**src/rtl/hub75_capture.sv**
```systemverilog
`default_nettype none
// ============================================================================
// Module   : hub75_capture
// Brief    : HUB75 receive-side model. Oversamples the panel bus, rebuilds the
//            shift chain and commits latched rows into a 16x32x3 frame buffer.
// Revision : 1.0 - initial release
// ============================================================================
module hub75_capture #(
    parameter int COLS      = 32,
    parameter int ROWS_HALF = 8
) (
    input  logic       clk,
    input  logic       reset,
    input  logic [5:0] rgb,
    input  logic       outclk,
    input  logic       lat,
    input  logic       oe,
    input  logic [2:0] abc,
    input  logic [3:0] rd_row,
    input  logic [4:0] rd_col,
    output logic [2:0] rd_rgb,
    output logic       row_commit,
    output logic [2:0] commit_row,
    output logic       frame_done,
    output logic       err_short,
    output logic       err_lat_lit,
    input  logic       err_clr
);

    localparam logic [5:0] c_cols     = 6'(COLS);
    localparam logic [2:0] c_last_row = 3'(ROWS_HALF - 1);
    localparam int         c_rows     = 2 * ROWS_HALF;

    typedef enum logic [0:0] {
        ST_ALIGN = 1'b0,
        ST_RUN   = 1'b1
    } state_t;

    // Bus bit map: rgb[5:0], outclk[6], lat[7], oe[8], abc[11:9]
    logic [11:0] w_async;
    logic [11:0] r_sync1;
    logic [11:0] r_sync2;
    logic [1:0]  r_edge3;

    logic [5:0]  w_rgb_s;
    logic        w_oe_s;
    logic [2:0]  w_abc_s;
    logic        w_shift;
    logic        w_lat_rise;

    logic [5:0]  r_chain      [COLS];
    logic [5:0]  w_chain_next [COLS];
    logic [5:0]  r_cnt;
    logic [5:0]  w_cnt_next;

    state_t      r_state;
    state_t      w_state_next;
    logic        w_commit;
    logic        w_set_short;
    logic        w_set_lit;

    logic [2:0]  r_fb [c_rows][COLS];
    logic [3:0]  w_top_row;
    logic [3:0]  w_bot_row;

    assign w_async = {abc, oe, lat, outclk, rgb};

    always_ff @(posedge clk) begin
        if (reset) begin
            r_sync1 <= '0;
            r_sync2 <= '0;
            r_edge3 <= '0;
        end else begin
            r_sync1 <= w_async;
            r_sync2 <= r_sync1;
            r_edge3 <= r_sync2[7:6];
        end
    end

    assign w_rgb_s    = r_sync2[5:0];
    assign w_oe_s     = r_sync2[8];
    assign w_abc_s    = r_sync2[11:9];
    assign w_shift    = r_sync2[6] & ~r_edge3[0];
    assign w_lat_rise = r_sync2[7] & ~r_edge3[1];
    assign w_top_row  = {1'b0, w_abc_s};
    assign w_bot_row  = {1'b1, w_abc_s};

    // Post-shift view of the chain, so a coincident latch commits the new pixel
    always_comb begin
        for (int i = 0; i < COLS; i++) begin
            w_chain_next[i] = r_chain[i];
        end
        if (w_shift) begin
            w_chain_next[0] = w_rgb_s;
            for (int i = 1; i < COLS; i++) begin
                w_chain_next[i] = r_chain[i-1];
            end
        end
    end

    always_comb begin
        w_cnt_next = r_cnt;
        if (w_shift && (r_cnt != c_cols)) begin
            w_cnt_next = r_cnt + 6'd1;
        end
    end

    always_ff @(posedge clk) begin
        if (reset) begin
            for (int i = 0; i < COLS; i++) begin
                r_chain[i] <= '0;
            end
            r_cnt <= '0;
        end else begin
            for (int i = 0; i < COLS; i++) begin
                r_chain[i] <= w_chain_next[i];
            end
            r_cnt <= w_lat_rise ? 6'd0 : w_cnt_next;
        end
    end

    always_ff @(posedge clk) begin
        if (reset) begin
            r_state <= ST_ALIGN;
        end else begin
            r_state <= w_state_next;
        end
    end

    always_comb begin
        w_state_next = r_state;
        w_commit     = 1'b0;
        w_set_short  = 1'b0;
        w_set_lit    = 1'b0;
        case (r_state)
            ST_ALIGN: begin
                if (w_lat_rise) begin
                    w_state_next = ST_RUN;
                end
            end
            ST_RUN: begin
                if (w_lat_rise) begin
                    if (w_cnt_next == c_cols) begin
                        w_commit = 1'b1;
                    end else begin
                        w_set_short = 1'b1;
                    end
                    w_set_lit = ~w_oe_s;
                end
            end
            default: begin
                w_state_next = ST_ALIGN;
            end
        endcase
    end

    always_ff @(posedge clk) begin
        if (reset) begin
            for (int r = 0; r < c_rows; r++) begin
                for (int c = 0; c < COLS; c++) begin
                    r_fb[r][c] <= '0;
                end
            end
        end else if (w_commit) begin
            for (int c = 0; c < COLS; c++) begin
                r_fb[w_top_row][c] <= w_chain_next[c][5:3];
                r_fb[w_bot_row][c] <= w_chain_next[c][2:0];
            end
        end
    end

    // Registered read sees pre-commit contents when it collides with a write
    always_ff @(posedge clk) begin
        if (reset) begin
            rd_rgb <= '0;
        end else begin
            rd_rgb <= r_fb[rd_row][rd_col];
        end
    end

    always_ff @(posedge clk) begin
        if (reset) begin
            row_commit  <= 1'b0;
            frame_done  <= 1'b0;
            commit_row  <= '0;
            err_short   <= 1'b0;
            err_lat_lit <= 1'b0;
        end else begin
            row_commit <= w_commit;
            frame_done <= w_commit && (w_abc_s == c_last_row);
            if (w_commit) begin
                commit_row <= w_abc_s;
            end
            if (err_clr) begin
                err_short   <= 1'b0;
                err_lat_lit <= 1'b0;
            end else begin
                if (w_set_short) begin
                    err_short <= 1'b1;
                end
                if (w_set_lit) begin
                    err_lat_lit <= 1'b1;
                end
            end
        end
    end

endmodule
`default_nettype wire

```
**config.mk**
```make
export PLATFORM = sky130hd
export DESIGN_NAME = hub75_capture
export DESIGN_NICKNAME = d
export VERILOG_FILES = /design/src/rtl/hub75_capture.sv
export SDC_FILE = /design/constraint.sdc
export NUM_CORES = 2
export LEC_CHECK = 0
export CAP_MARGIN = 0
export CORE_MARGIN = 8
export CORE_UTILIZATION = 60
export CTS_BUF_LIST = sky130_fd_sc_hd__clkbuf_16
export CTS_CLUSTER_DIAMETER = 150
export DETAILED_ROUTE_END_ITERATION = 8
export MAX_ROUTING_LAYER = met4
export PLACE_DENSITY = 0.76
export REMOVE_ABC_BUFFERS = 1
export SLEW_MARGIN = 20
export SYNTH_ARGS = -nofsm -noshare
export SYNTH_HDL_FRONTEND = slang
export SYNTH_SLANG_ARGS = --single-unit
```
**constraint.sdc**
```tcl
create_clock -name clk -period 11.6 [get_ports clk]
set_clock_uncertainty 0.05 [all_clocks]
set_input_delay 1.74 -clock clk [delete_from_list [all_inputs] [get_ports clk]]
set_output_delay 1.74 -clock clk [all_outputs]
set_load 0.05 [all_outputs]
```
==> metrics.cfg <==
[worst_setup_path]
worstSetupPathType=reg -> reg
cp.required_ns=11.95
r2r_cells=9
path_max_fanout=54
arrival_ns=6.74
cp-start-kind=flop
end_kind=flop

[route]
drc_errors=0
wl_per_cell_um=28.4
vias_per_cell=6.55
drt-initial-drc-count=5945
wl_mm=192
drt_pass1_iterations=5
ant_nets=0
via_count=44500

[cells_and_area]
register_area_um2=50800
multi_input_area_um2=21100
final_nets=5032
synthToLayoutAreaGrowth_pct=9.33
drive_above_1_share_pct=13.3
design_area_um2=80600
fill_cells=8239

[timing]
finalWorstSetupSlack_ns=5.21
setup_violations=0
maxSlewViolCount=0
period_needed_ns=6.39
finalHoldViolations=0
rsz0062_at_grt=false
post-route-period-util_pct=55.1
slew_headroom_pct=17.3
tightest_slew_ns=1.24
max_freq_mhz=157

[placement]
dp_hpwl_mm=101
placed_area_um2=75100
io_buffers=33
gp_congestion=0.815
dp_worst_setup_slack_ns=5.25

[synthesis]
synth_area_leader_cell=edfxtp_1
ys_seq_area_share_pct=69.0
syn_avg_cell_area_um2=14.5
synthDistinctLibCells=63
synth_edf_count=1536
ys_warn_count=0
async_flop_share_pct=0
ys.flop_type=edfxtp_1
synth_area_leaders=edfxtp_1 (63%), mux4_2 (10%), nor2_1 (9.1%), dfxtp_1 (6.4%), mux2i_1 (4.9%)
synth_top_area_share_pct=62.6
synth-seq-cells=1771
syn_area_um2=73700
synthCells=5079

[pwr]
p_leak_uw=0.0278
power_frac_comb_pct=5.4
seqPwrFrac_pct=53.8
intPower_uw=10400
p_switching_uw=2900
p_per_area_nw_per_um2=165
power.clock.fraction_pct=40.8
peakVddDrop_mv=0.163
p_sw_share_pct=21.8

[cts]
cts_root_buf=clkbuf_16
clk_pin_slew_ns=0.06
cts_setup_buffers=0
cts_hold_buf=0
numCtsBuffers=173
cts.path.max_buffers=3
h-tree-depth=4
cts_tree=yes
cts.repair.resized=0
cts_sinks=1771
clk_latency_ns=0.78

[grt]
overflow=0
gr-usage-all-layers_pct=28.9
grt_pass1_wl_mm=285
first_global_vias=44800
antenna_found_initial=2
grt_start_max_net_pins=135

[run]
cap_violations=0

[die]
core_um2=122000
core.rowCount=128
die_area_um2=134000
die_y_um=366
die_x_um=366
num_io_pins=34
start_util_pct=60.5

[min_path]
worstHoldPathCells=1
hp-class=reg -> reg

[outcome]
status=complete, no violations

-- layout by cell type, fill, tap and decap left out, types with 44 or more instances in the layout --
cell type | Yosys | final
buf_4 | 32 | 68
o221ai_1 | 59 | 59
mux4_2 | 336 | 336
dfxtp_1 | 235 | 235
a21oi_1 | 44 | 44
mux2i_1 | 358 | 358
inv_1 | 8 | 58
nor2_1 | 1789 | 1788
edfxtp_1 | 1536 | 1536
clkbuf_16 | 0 | 176
-- per-stage QoR --
| stage | cells | hold WS [ns] | util (%) | power [uW] | TNS [ns] |
|---|---|---|---|---|---|
| after floorplan | 4719 | 0.364 | - | 7700 | -2350.52 |
| after global placement | 6456 | 0.368 | 61.6 | 7960 | 0 |
| after detailed placement | 6456 | 0.374 | 61.6 | 7980 | 0 |
| after CTS | 6783 | 0.385 | 66.1 | 13300 | 0 |
| after global routing | 6785 | 0.407 | 66.1 | 13600 | 0 |
| final | 6786 | 0.380 | 66.1 | 13300 | 0 |
-- registers in the layout, summed over array words and instances, names as in the netlist --
| register | flops |
|---|---|
| rd_rgb | 3 |
| err_short | 1 |
| r_edge3 | 2 |
| frame_done | 1 |
| r_state | 1 |
| r_sync1 | 12 |
| r_cnt | 6 |
| row_commit | 1 |
| err_lat_lit | 1 |
| commit_row | 3 |
| r_chain | 192 |
| r_sync2 | 12 |
| r_fb | 1536 |
-- routing by layer --
| metal | up-vias | part of all wire (%) | GRT usage, % |
|---|---|---|---|
| met1 | 22500 | 36 | 38.2 |
| met2 | 2882 | 48 | 45.3 |
| met4 | 0 | 4.0 | 11.0 |
| met3 | 460 | 12 | 5.17 |
| li1 | 18600 | - | - |
| met5 | - | 0 | - |
-- worst max-delay path, stage by stage, from the launching register on --
cell,delay (ns)
dfxtp_1,0.40
nor2b_4,0.88
o21ai_4,0.18
mux2i_1,0.23
nor4_4,0.46
nor3b_2,0.64
nand3_4,0.60
nand2b_4,0.99
buf_4,0.71
buf_4,0.73
-- cell families (layout without fill, tap and decap cells) --
kind of cell | Yosys count | after routing | synth area share [%]
and+or+nand+nor | 1964 | 1964 | 10.5
DFF | 1771 | 1771 | 69.0
muxes | 694 | 694 | 15.1
buffers and inverters | 369 | 448 | 2.61
AOI/OAI and AO/OA | 272 | 272 | 2.68
xor gates and xnor gates | 7 | 7 | 0.0832
adders and majority gates | 2 | 2 | 0.0340
other | 0 | 3 | 0
-- path summary, 6_finish.rpt --
path	slack [ns]	to	startpoint
worst max register to register	5.21	r_fb[11][37]	r_sync2[6]
worst min-delay path	0.38	r_sync2[9]	r_sync1[9]
worst min register to register	0.38	r_sync2[9]	r_sync1[9]
worst max-delay path	5.21	r_fb[11][37]	r_sync2[6]
-- cell usage after synthesis, drive strengths merged (5+ instances only) --
cell type	number
buf	207
nand4	8
edfxtp	1536
dfxtp	235
o221ai	59
mux4	336
clkbuf	153
nor3	18
a21oi	44
nor2	1789
o22ai	37
o32ai	7
a22o	6
xnor2	5
a2111oi	7
nand2b	17
or4	5
nand2	47
o21ai	17
mux2i	358
inv	9
a21boi	5
a31oi	7
a211oi	14
nor2b	38
a22oi	42
nand3	17
-- area by class of cell --
cell class,instances,area share (%)
Antenna cell,3,0.00932
Clock buffer,176,5.47
Clock inverter,151,1.30
Inverter,9,0.0419
Multi-Input combinational cell,2939,26.2
Sequential cell,1771,63.1
Tap cell,1625,2.52
Timing Repair Buffer,112,1.35
-- power groups by stage --
| stage | Combinational (uW) | Sequential, uW | Clock (uW) |
|---|---|---|---|
| final | 714 | 7140 | 5410 |
| after global routing | 742 | 7150 | 5700 |
| after global placement | 700 | 7260 | 0 |
| after floorplan | 395 | 7310 | 0 |
| after detailed placement | 706 | 7280 | 0 |
| after CTS | 709 | 7140 | 5440 |
Power figures use the tool's default switching activity.
